--- src/rtl/dma_channel_pkg.sv ---
// Shared constants, FSM encoding and address helpers for the single-channel DMA initiator.
package dma_channel_pkg;

   localparam logic [15:0] RAM_LO      = 16'h1C00;
   localparam logic [15:0] FRAM_HI     = 16'hFFFF;
   localparam logic [15:0] DMA_ADDR_LO = RAM_LO;
   localparam logic [15:0] DMA_ADDR_HI = FRAM_HI;

   typedef enum logic [2:0] {
      DMA_IDLE = 3'd0,
      DMA_REQ  = 3'd1,
      DMA_RD   = 3'd2,
      DMA_WR   = 3'd3,
      DMA_DONE = 3'd4
   } dma_state_e;

   function automatic logic [15:0] dma_align(input logic [15:0] addr, input logic byte_mode);
      logic [15:0] a;
      if (byte_mode) begin
         a = addr;
      end else begin
         a = {addr[15:1], 1'b0};
      end
      return a;
   endfunction

   function automatic logic dma_in_range(input logic [15:0] addr, input logic [15:0] lo,
                                         input logic [15:0] hi);
      return (addr >= lo) && (addr <= hi);
   endfunction

endpackage

--- src/rtl/dma_channel_if.sv ---
// Memory-bus signals shared between a bus initiator (master) and the memory side (slave).
interface dma_channel_if;
   logic        REQ;
   logic        GNT;
   logic [15:0] MAB;
   logic [15:0] MDBwrite;
   logic [15:0] MDBread;
   logic        MW;
   logic        BW;

   modport master (output REQ, MAB, MDBwrite, MW, BW, input GNT, MDBread);
   modport slave  (input REQ, MAB, MDBwrite, MW, BW, output GNT, MDBread);
endinterface

--- src/rtl/dma_addr_step.sv ---
// Per-pointer address helper: bus-aligned address, stepped address and range flags for both.
module dma_addr_step
   import dma_channel_pkg::*;
#(
   parameter logic [15:0] ADDR_LO = DMA_ADDR_LO,
   parameter logic [15:0] ADDR_HI = DMA_ADDR_HI
) (
   input  logic [15:0] addr_i,
   input  logic        byte_i,
   input  logic        inc_i,
   output logic [15:0] bus_addr_o,
   output logic [15:0] next_addr_o,
   output logic        in_range_o,
   output logic        next_in_range_o
);
   logic [15:0] step_s;

   // Stepping wraps modulo 2^16; the range check always looks at the aligned address
   always_comb begin
      step_s          = byte_i ? 16'd1 : 16'd2;
      bus_addr_o      = dma_align(addr_i, byte_i);
      next_addr_o     = inc_i ? (addr_i + step_s) : addr_i;
      in_range_o      = dma_in_range(bus_addr_o, ADDR_LO, ADDR_HI);
      next_in_range_o = dma_in_range(dma_align(next_addr_o, byte_i), ADDR_LO, ADDR_HI);
   end
endmodule

--- src/rtl/dma_channel.sv ---
// Single-channel block-copy bus initiator; bus outputs are zero outside RD/WR so they can be ORed with the CPU's.
module dma_channel
   import dma_channel_pkg::*;
#(
   parameter logic [15:0] ADDR_LO = DMA_ADDR_LO,
   parameter logic [15:0] ADDR_HI = DMA_ADDR_HI
) (
   input  logic                MCLK,
   input  logic                reset,
   input  logic                start,
   input  logic [15:0]         SRC,
   input  logic [15:0]         DST,
   input  logic [15:0]         SZ,
   input  logic                BYTE,
   input  logic                SRCINC,
   input  logic                DSTINC,
   output logic                BUSY,
   output logic                DONE,
   output logic                ERR,
   dma_channel_if.master       bus
);
   dma_state_e  state_q, state_d;
   logic [15:0] src_q, src_d, dst_q, dst_d, rem_q, rem_d, hold_q, hold_d;
   logic        byte_q, byte_d, srcinc_q, srcinc_d, dstinc_q, dstinc_d, err_q, err_d;

   logic [15:0] src_bus_s, src_next_s, dst_bus_s, dst_next_s;
   logic        src_ok_s, src_next_ok_s, dst_ok_s, dst_next_ok_s;

   dma_addr_step #(.ADDR_LO(ADDR_LO), .ADDR_HI(ADDR_HI)) u_src_step (
      .addr_i(src_q), .byte_i(byte_q), .inc_i(srcinc_q),
      .bus_addr_o(src_bus_s), .next_addr_o(src_next_s),
      .in_range_o(src_ok_s), .next_in_range_o(src_next_ok_s)
   );

   dma_addr_step #(.ADDR_LO(ADDR_LO), .ADDR_HI(ADDR_HI)) u_dst_step (
      .addr_i(dst_q), .byte_i(byte_q), .inc_i(dstinc_q),
      .bus_addr_o(dst_bus_s), .next_addr_o(dst_next_s),
      .in_range_o(dst_ok_s), .next_in_range_o(dst_next_ok_s)
   );

   // State and datapath registers
   always_ff @(posedge MCLK or negedge reset) begin
      if (!reset) begin
         state_q  <= DMA_IDLE;
         src_q    <= 16'h0000;
         dst_q    <= 16'h0000;
         rem_q    <= 16'h0000;
         hold_q   <= 16'h0000;
         byte_q   <= 1'b0;
         srcinc_q <= 1'b0;
         dstinc_q <= 1'b0;
         err_q    <= 1'b0;
      end else begin
         state_q  <= state_d;
         src_q    <= src_d;
         dst_q    <= dst_d;
         rem_q    <= rem_d;
         hold_q   <= hold_d;
         byte_q   <= byte_d;
         srcinc_q <= srcinc_d;
         dstinc_q <= dstinc_d;
         err_q    <= err_d;
      end
   end

   // Next-state logic; the range check for a unit is made just before its RD is entered
   always_comb begin
      state_d  = state_q;
      src_d    = src_q;
      dst_d    = dst_q;
      rem_d    = rem_q;
      hold_d   = hold_q;
      byte_d   = byte_q;
      srcinc_d = srcinc_q;
      dstinc_d = dstinc_q;
      err_d    = err_q;
      case (state_q)
         DMA_IDLE: begin
            if (start) begin
               src_d    = SRC;
               dst_d    = DST;
               rem_d    = SZ;
               byte_d   = BYTE;
               srcinc_d = SRCINC;
               dstinc_d = DSTINC;
               err_d    = 1'b0;
               state_d  = (SZ == 16'd0) ? DMA_DONE : DMA_REQ;
            end else begin
               state_d = DMA_IDLE;
            end
         end
         DMA_REQ: begin
            if (!(src_ok_s && dst_ok_s)) begin
               err_d   = 1'b1;
               state_d = DMA_DONE;
            end else if (bus.GNT) begin
               state_d = DMA_RD;
            end else begin
               state_d = DMA_REQ;
            end
         end
         DMA_RD: begin
            hold_d  = bus.MDBread;
            state_d = DMA_WR;
         end
         DMA_WR: begin
            rem_d = (rem_q != 16'd0) ? (rem_q - 16'd1) : 16'd0;
            src_d = src_next_s;
            dst_d = dst_next_s;
            if (rem_d == 16'd0) begin
               state_d = DMA_DONE;
            end else if (!(src_next_ok_s && dst_next_ok_s)) begin
               err_d   = 1'b1;
               state_d = DMA_DONE;
            end else if (bus.GNT) begin
               state_d = DMA_RD;
            end else begin
               state_d = DMA_REQ;
            end
         end
         DMA_DONE: state_d = DMA_IDLE;
         default:  state_d = DMA_IDLE;
      endcase
   end

   // Bus and status outputs decoded from the registered state only
   always_comb begin
      bus.REQ      = 1'b0;
      bus.MAB      = 16'h0000;
      bus.MDBwrite = 16'h0000;
      bus.MW       = 1'b0;
      bus.BW       = 1'b0;
      BUSY         = 1'b0;
      DONE         = 1'b0;
      ERR          = err_q;
      case (state_q)
         DMA_REQ: begin
            bus.REQ = 1'b1;
            BUSY    = 1'b1;
         end
         DMA_RD: begin
            bus.REQ = 1'b1;
            bus.MAB = src_bus_s;
            bus.BW  = byte_q;
            BUSY    = 1'b1;
         end
         DMA_WR: begin
            bus.REQ      = 1'b1;
            bus.MAB      = dst_bus_s;
            bus.MDBwrite = byte_q ? {8'h00, hold_q[7:0]} : hold_q;
            bus.MW       = 1'b1;
            bus.BW       = byte_q;
            BUSY         = 1'b1;
         end
         DMA_DONE: DONE = 1'b1;
         default: begin
            DONE = 1'b0;
         end
      endcase
   end
endmodule

--- src/flat_wrapper.sv ---
// flat-port wrapper written by rule: the top's interface ports become plain ports
module dma_channel_flat import dma_channel_pkg::*;
#(
   parameter logic [15:0] ADDR_LO = DMA_ADDR_LO,
   parameter logic [15:0] ADDR_HI = DMA_ADDR_HI
)
  (MCLK, reset, start, SRC, DST, SZ, BYTE, SRCINC, DSTINC, BUSY, DONE, ERR, bus_REQ, bus_MAB, bus_MDBwrite, bus_MW, bus_BW, bus_GNT, bus_MDBread);
  dma_channel_if bus_i ();
  input  logic MCLK;
  input  logic reset;
  input  logic start;
  input  logic [15:0] SRC;
  input  logic [15:0] DST;
  input  logic [15:0] SZ;
  input  logic BYTE;
  input  logic SRCINC;
  input  logic DSTINC;
  output logic BUSY;
  output logic DONE;
  output logic ERR;
  output wire logic [$bits(bus_i.REQ)-1:0] bus_REQ;
  output wire logic [$bits(bus_i.MAB)-1:0] bus_MAB;
  output wire logic [$bits(bus_i.MDBwrite)-1:0] bus_MDBwrite;
  output wire logic [$bits(bus_i.MW)-1:0] bus_MW;
  output wire logic [$bits(bus_i.BW)-1:0] bus_BW;
  input wire logic [$bits(bus_i.GNT)-1:0] bus_GNT;
  input wire logic [$bits(bus_i.MDBread)-1:0] bus_MDBread;
  assign bus_REQ = bus_i.REQ;
  assign bus_MAB = bus_i.MAB;
  assign bus_MDBwrite = bus_i.MDBwrite;
  assign bus_MW = bus_i.MW;
  assign bus_BW = bus_i.BW;
  assign bus_i.GNT = bus_GNT;
  assign bus_i.MDBread = bus_MDBread;
  dma_channel #(.ADDR_LO(ADDR_LO), .ADDR_HI(ADDR_HI)) u_core (.MCLK(MCLK), .reset(reset), .start(start), .SRC(SRC), .DST(DST), .SZ(SZ), .BYTE(BYTE), .SRCINC(SRCINC), .DSTINC(DSTINC), .BUSY(BUSY), .DONE(DONE), .ERR(ERR), .bus(bus_i));
endmodule
--- config.mk ---
export PLATFORM = sky130hd
export DESIGN_NAME = dma_channel_flat
export DESIGN_NICKNAME = d
export VERILOG_FILES = /design/src/rtl/dma_channel_pkg.sv /design/src/rtl/dma_channel_if.sv /design/src/rtl/dma_addr_step.sv /design/src/rtl/dma_channel.sv /design/src/flat_wrapper.sv
export SDC_FILE = /design/constraint.sdc
export NUM_CORES = 1
export LEC_CHECK = 0
export ABC_CLOCK_PERIOD_IN_PS = 5100
export CORE_MARGIN = 1
export CORE_UTILIZATION = 49
export DETAILED_ROUTE_END_ITERATION = 8
export DONT_BUFFER_PORTS = 1
export GPL_TIMING_DRIVEN = 1
export HOLD_SLACK_MARGIN = 0.15
export SLEW_MARGIN = 20
export SYNTH_ARGS = -nofsm -noshare
export SYNTH_HDL_FRONTEND = slang
export SYNTH_HIERARCHICAL = 1
export SYNTH_SLANG_ARGS = --single-unit
--- constraint.sdc ---
create_clock -name MCLK -period 5.1 [get_ports MCLK]
set_input_delay 1.02 -clock MCLK [delete_from_list [all_inputs] [get_ports MCLK]]
set_output_delay 1.02 -clock MCLK [all_outputs]
set_load 0.005 [all_outputs]
# --- Word level (Yosys, flattened, before mapping) ---
# Cells that the tools add are included.
totals:
  reg_bits: 71
  in_bits: 71
  out_inout_bits: 38
  wordCells: 78
op_classes:
  add_sub_neg: 3
  order_cmp: 8
  n_eq_ne: 8
  mux: 33
  n_reduce_logical: 17
ops:
  columns: ["op", "count"]
  rows:
  - ["16-bit two-way mux", 8]
  - ["16-bit case mux with 2 select lines", 4]
  - ["16-bit by 13-bit greater-or-equal comparator with 1-bit output (second input constant)", 4]
  - ["16-bit less-or-equal comparator (second input constant)", 4]
  - ["16-bit by 2-bit adder with 16-bit output", 2]
  - ["16-bit zero test", 2]
  - ["16-bit nonzero test", 1]
  - ["16-bit by 1-bit subtractor with 16-bit output (second input constant)", 1]
  - ["3-bit two-way mux", 5]
  - ["1-bit two-way mux", 12]
  - ["3-bit case mux with 4 select lines", 1]
  - ["2-bit != test (second input constant)", 4]
  - ["3-bit by 2-bit equality test with 1-bit output (second input constant)", 2]
  - ["1-bit logical AND", 6]
  - ["5-bit AND reduction", 1]
  - ["2-bit two-way mux", 2]
  - ["2-bit AND reduction", 2]
  - ["3-bit by 1-bit equality test with 1-bit output (second input constant)", 1]
  - ["3-bit equality test (second input constant)", 1]
  - ["3-bit zero test", 1]
  - ["1-bit case mux with 3 select lines", 1]
  - ["3-bit nonzero test", 1]
  - ["3-bit OR reduction", 1]
  - ["2-bit nonzero test", 1]
  - ["2-bit OR reduction", 1]

# --- Logic depth before layout (Yosys ltp) ---
# Gate-level depths: netlist (run 1).
depth:
  depth_word: 10
  ltp_mapped: 13
  ltp_nobuf: 13

# --- Cells and area by module ---
# The synthesis (run 1) kept the hierarchy.
by_module_without_submodules:
  columns: ["mod", "instances", "cells_per_inst", "area_each_um2"]
  rows:
  - ["dma_channel", 1, 447, 3881.2]
  - ["dma_addr_step at u_core.u_dst_step", 1, 71, 499.2]
  - ["dma_addr_step at u_core.u_src_step", 1, 64, 491.7]

# --- Least setup slack after synthesis (run 1) ---
# No wires, ideal clock.
synth_timing:
  kind: "reg2reg"
  startpoint: "reg u_core.byte_q"
  endpoint: "reg u_core.err_q (netlist: u_core/ERR)"
  setup_time_ns: 0.110
  t_arrival_ns: 2.892
  required_time_ns: 4.990
  path_slack_ns: 2.098
  stages_incl_launch_ff: 14
  path_buffers: 0
  path_cell_list: "dfrtp_1 ha_1 inv_1 fa_1 and3b_1 or4b_1 xor2_1 a211oi_1 or4_1 nand2_1 nand3_1 a21oi_1 a21oi_1 o41ai_1"
synth_between:
  word_cells_on_any_way: 26
  cone_classes: "add/sub (2); order compare (8); eq/ne (2); mux (7); reduce/logical (7)"
synth_lines:
  columns: ["element", "line_no", "text"]
  rows:
  - ["start: declaration", "dma_channel.sv:24", "logic byte_q, byte_d, srcinc_q, srcinc_d, dstinc_q, dstinc_d, err_q, err_d;"]
  - ["start signal: assignment", "dma_channel.sv:59", "byte_q <= byte_d;"]
  - ["1-bit two-way mux *", "dma_channel_pkg.sv:19", "if (byte_mode) begin"]
  - ["via u_core.dst_bus_s[0]", "dma_channel.sv:26", "logic [15:0] src_bus_s, src_next_s, dst_bus_s, dst_next_s;"]
  - ["16-bit by 13-bit greater-or-equal comparator with 1-bit output or 16-bit less-or-equal comparator (tied branches)", "dma_channel_pkg.sv:29", "return (addr >= lo) && (addr <= hi);"]
  - ["1-bit logical AND *", "dma_channel_pkg.sv:29", null]
  - ["1-bit logical AND *", "dma_channel.sv:93", "if (!(src_ok_s && dst_ok_s)) begin"]
  - ["2-bit != test (no line) *", null, null]
  - ["5-bit AND reduction (no line) *", null, null]
  - ["end signal: assignment", "dma_channel.sv:62", "err_q <= err_d;"]
  - ["end: declaration", "dma_channel.sv:24", null]
# Mark *: on every way through the listed nets, which the timed path passes. The rest lies on a longest branch.
# A chain may end at the register's enable or synchronous reset.

# --- Worst setup path after layout (run 1) ---
# Ends and elaborated chain as after synthesis.

==> results of run 1 <==
==> report_power, final <==
part	internal, µW	switching [µW]	total [µW]
clock network	242	233	474
logic	757	1010	1770
registers	856	411	1270
==> worst register-to-register path, delay by kind of cell, from the launching register on <==
family                     cells  cell delay (ns)
adders and majority gates      2             0.67
DFF                            1             0.50
and+or+nand+nor                5             1.42
buffers and inverters          1             0.06
AOI/OAI and AO/OA              4             0.39
xor gates and xnor gates       1             0.20
==> per-layer routing <==
layer  vias to the layer above  GRT usage (%)  wire length, µm
met5                         -              0                0
met4                         0          9.253              204
met3                        13          6.418              801
met2                       120          39.40             5852
met1                      1998          32.90             5541
li1                       1920              -                -
==> state kept, by name (all words and copies together) (netlist names) <==
name / count
u_core/byte_q: 1
u_core/rem_q: 16
u_core/src_q: 16
u_core/hold_q: 16
u_core/state_q: 3
u_core/ERR: 1
u_core/dstinc_q: 1
u_core/srcinc_q: 1
u_core/dst_q: 16
==> logic make-up after synthesis <==
family                     Yosys count
xor gates and xnor gates            30
and+or+nand+nor                    276
buffers and inverters               77
muxes                               38
AOI/OAI and AO/OA                   83
adders and majority gates            7
DFF                                 71
==> cells in the mapped netlist, types with 14 or more instances <==
master	count
a31oi_1	33
and3_1	19
buf_4	31
clkbuf_1	23
dfrtp_1	71
inv_1	14
mux2_2	16
mux2i_1	20
nand2_1	98
nand3_1	15
nor2_1	74
nor3_1	15
xnor2_1	20
==> worst paths after layout <==
check	slack, ns	to	cells past startpoint
hold reg to reg	0.49	u_core/hold_q[2]	1
min in group MCLK	0.49	u_core/hold_q[2]	1
max in group asynchronous	4.62	u_core/dst_q[9]	0
hold / removal	0.35	u_core/rem_q[9]	0
setup / recovery	1.75	u_core/ERR	13
setup reg to reg	1.75	u_core/ERR	13
==> stage by stage <==
| step | total power [µW] | instances |
|---|---|---|
| detailed placement | 3038 | 660 |
| global route | 3826 | 676 |
| floorplan | 2765 | 582 |
| global placement | 2984 | 660 |
| finish | 3508 | 676 |
| CTS | 3530 | 676 |
==> cell type report <==
cell class | count | share of cell area [%]
multi-input cells | 434 | 54.35
flip-flops and latches | 71 | 35.93
well taps | 133 | 3.365
clock buffers | 10 | 2.783
clock inverters | 6 | 1.366
inverters | 15 | 1.139
repair buffers | 7 | 1.063
==> metrics, run 1 <==
# clock sinks=71; Yosys top cell area share=36.47%; final hold violation count=0; Yosys warning count=6; CTS H-tree lvls=3; area of the multi-input gates=2688 µm²; routability congestion estimate=0.9373; Root Buffer=clkbuf_8; pre-CTS WS=1.759 ns; CTS tree=built; number of antenna cells inserted=0; most common cell after layout, fill and taps aside=nand2_1; Gate Count Post-Synth=582; post-synthesis sequential element count=71; Syn Nets=660; initial antenna violation count=0; crit path DAT=3.59 ns; Post-DP Area=4740 µm²; Port Buffers=0; post-DP HPWL=8825 µm; die width=101.7 µm; post-synthesis xor/xnor area fraction=5.393%; Synth async-reset ratio=100.0%; post-layout worst setup margin=1.751 ns; via count=4,051; minimum clock period=3.349 ns; Lkg Pwr=0.002097 µW; critical path class=reg -> reg; setup tns final=0 ns; ys flop type=dfrtp_1; Post-CTS Setup Inserts=0; Fin Hold WS=0.3523 ns; Skew-Pair Late Insertion Delay=0.35 ns; share of cells above drive strength 1=10.31%; final instance area=4945 µm²; slowest stage delay, CP=0.50 ns; largest family of logic cells by synthesized area=simple AND/OR/NAND/NOR gates; syn avg cell area=8.371 µm²; Crit. End Element=flop; worst path cell trace=ha_1 -> inv_1 -> fa_1 -> and3b_1 -> or4b_1 -> xor2_1 -> a211oi_1 -> or4_1 -> nand2_1 -> nand3_1 -> a21oi_1 -> a21oi_1 -> o41ai_1; Mapped Area=4872 µm²; Layout Nets=616; Site Rows=36; sequential standard cell area=1777 µm²; cell family with most CP delay=simple AND/OR/NAND/NOR gates; largest net degree at the start of global routing=72; CP required=5.34 ns; PwrDens=709.5 nW/µm²; worst r2r src=u_core/byte_q; achievable clock frequency=298.6 MHz; top cells by area, synth=dfrtp_1 36%, nand2_1 7.6%, nor2_1 5.7%; largest area contributor in the netlist=dfrtp_1; fin. max-slew vios=0; initial DRC count=187; DR pass1 iterations=4; Vias/cell=5.993; core area=9684 µm²; drt drc=0; Setup Skew=0.006415 ns; Final Cycle Share=65.67%; Starting Density=50.31%; outcome=completed; CP Launch Type=flop; adder-cell area share of the yosys netlist=2.106%; cts repair resizes=0; hold crit path type=in -> async; Max-slew headroom=31.62%; final WL=12,400 µm; commonest cells after routing, fill and taps aside=97 x nand2_1, 74 x nor2_1, 71 x dfrtp_1; die height=101.7 µm; Clock Path Buffers=2; register area share after synthesis=36.47%; Worst Setup SP=u_core/byte_q; Post-synth EDFFs=0; Max IR drop VDD=0.3278 mV; ANT nets after route=0; fill count=951; first-pass GRT wire length=19,800 µm; Num CTS Buffers=9; vias in the first global route=3,954; worst slew pin tran=1.023 ns; IO Count=109; gr usage total=24.93%; DR WL/cell=18.34 µm; Max Cap Viol=0; CP most frequent cell=a21oi_1; gr ovfl total=0; unrepaired setup endpoints after global routing=no; Critical-path top delay cell=dfrtp_1; Layout area overhead=1.489%; DIE AREA=10,350 µm²; hold buffers post-CTS=0; Post-Synth Simple-Gate Area=27.61%; Compound-Gate Fraction of Synth Area=11.61%; multiplexer share of the synthesized area=8.269%; CP Max Fanout=7; CP bufs+invs=1; Clock transition at path regs=0.08 ns; Synth cell types=65; final design utilization=51.06%; final number of setup-violating endpoints=0
Power figures use the tool's default switching activity.
==> run 2: changes to the inputs <==
--- a/config.mk
+++ b/config.mk
@@ -5,7 +5,7 @@
 export SDC_FILE = /design/constraint.sdc
 export NUM_CORES = 1
 export LEC_CHECK = 0
-export ABC_CLOCK_PERIOD_IN_PS = 5100
+export ABC_CLOCK_PERIOD_IN_PS = 3170
 export CORE_MARGIN = 1
 export CORE_UTILIZATION = 49
 export DETAILED_ROUTE_END_ITERATION = 8
==> constraint.sdc (replaced) <==
create_clock -name MCLK -period 3.17 [get_ports MCLK]
set_input_delay 0.634 -clock MCLK [delete_from_list [all_inputs] [get_ports MCLK]]
set_output_delay 0.634 -clock MCLK [all_outputs]
set_load 0.005 [all_outputs]
==> metrics, run 2 (synthesis gave the netlist of run 1 again) <==
outcome=completed; ANT nets after route=0; Num CTS Buffers=9; Max IR drop VDD=0.4367 mV; hold crit path type=in -> async; CP Max Fanout=4; Layout Nets=625; first-pass GRT wire length=19,580 µm; CP required=3.42 ns; fin. max-slew vios=0; vias in the first global route=3,847; DIE AREA=10,350 µm²; largest net degree at the start of global routing=72; number of antenna cells inserted=0; final WL=12,460 µm; CP Launch Type=flop; die height=101.7 µm; CP bufs+invs=1; achievable clock frequency=326.8 MHz; Clock Path Buffers=2; IO Count=109; DR pass1 iterations=5; Setup Skew=0.01149 ns; drt drc=0; Critical-path top delay cell=or4_4; Max-slew headroom=50.78%; Post-DP Area=4792 µm²; final design utilization=52.40%; post-DP HPWL=8884 µm; Final Cycle Share=96.52%; final non-filler cell total=684; cell family with most CP delay=simple AND/OR/NAND/NOR gates; CP most frequent cell=a21oi_1; final instance area=5075 µm²; Layout area overhead=4.160%; PwrDens=1141 nW/µm²; fill count=935; initial antenna violation count=0; crit path DAT=3.31 ns; die width=101.7 µm; commonest cells after routing, fill and taps aside=96 x nand2_1, 74 x nor2_1, 71 x dfrtp_1; worst path cell trace=ha_2 -> inv_2 -> fa_2 -> and3b_1 -> or4b_4 -> xor2_2 -> a211oi_2 -> or4_4 -> nand2_4 -> nand3_2 -> a21oi_1 -> a21oi_1 -> o41ai_2; DR WL/cell=18.22 µm; CTS tree=built; Vias/cell=5.939; CTS H-tree lvls=3; gr ovfl total=0; Max Cap Viol=0; # clock sinks=71; critical path class=reg -> reg; Clock transition at path regs=0.09 ns; most common cell after layout, fill and taps aside=nand2_1; share of cells above drive strength 1=13.43%; Skew-Pair Late Insertion Delay=0.36 ns; setup tns final=0 ns; minimum clock period=3.060 ns; placed instance count=667; Starting Density=50.31%; via count=4,062; final hold violation count=0; Lkg Pwr=0.002158 µW; Root Buffer=clkbuf_8; final number of setup-violating endpoints=0; core area=9684 µm²; gr usage total=24.78%; initial DRC count=252; worst slew pin tran=0.7382 ns; Crit. End Element=flop; routability congestion estimate=0.8537; slowest stage delay, CP=0.52 ns; Site Rows=36; Port Buffers=0
run 2: final timing paths:
path / startpoint / endpoint / slack (ns) / cells past startpoint
min in group MCLK: SRCINC / u_core/srcinc_q / 0.40 / 2
setup reg to reg: u_core/dst_q[0] / u_core/ERR / 0.11 / 13
max in group asynchronous: reset / u_core/state_q[2] / 2.67 / 1
hold / removal: reset / u_core/rem_q[9] / 0.13 / 1
hold reg to reg: u_core/hold_q[3] / u_core/hold_q[3] / 0.49 / 1
setup / recovery: u_core/dst_q[0] / u_core/ERR / 0.11 / 13
run 2: timing repair:
item,4_1_cts,5_1_grt
setup buffers,0,1
setup endpoints to repair,1,2
pin swaps,0,6
hold endpoints to repair,71,0
gates resized for setup,1,11
hold buffers,1,0
run 2: area by class of cell:
cell class	instances	area (µm²)	area share (%)
sequential	71	1777	35.01
multi-input combinational	434	2739	53.97
inverter	15	56.30	1.109
timing repair buffer	16	140.1	2.761
clock buffer	10	137.6	2.712
tap	133	166.4	3.279
clock inverter	5	58.81	1.159
run 2: power breakdown:
group | switching (µW) | total [µW] | internal (µW)
combinational | 1720 | 3030 | 1310
sequential | 638 | 2010 | 1380
clock | 368 | 749 | 381
total | 2720 | 5790 | 3070
run 2: stage by stage:
stage                     hold WS, ns  power [µW]  worst slack (ns)
after CTS                      0.1702        5742           0.01361
after floorplan                0.3384        4448            0.1682
after global placement         0.3404        4864            0.1128
after detailed placement       0.3418        4939           0.01751
after global routing           0.1763        6270          -0.01441
final                          0.1310        5790            0.1103
run 2: layer usage:
layer	global-route usage [%]	vias to the layer above	share of wire (%)
li1	-	1942	-
met1	34.05	1965	46
met2	38.31	136	45
met3	4.969	19	6.3
met4	9.922	0	2.0
met5	0	-	0
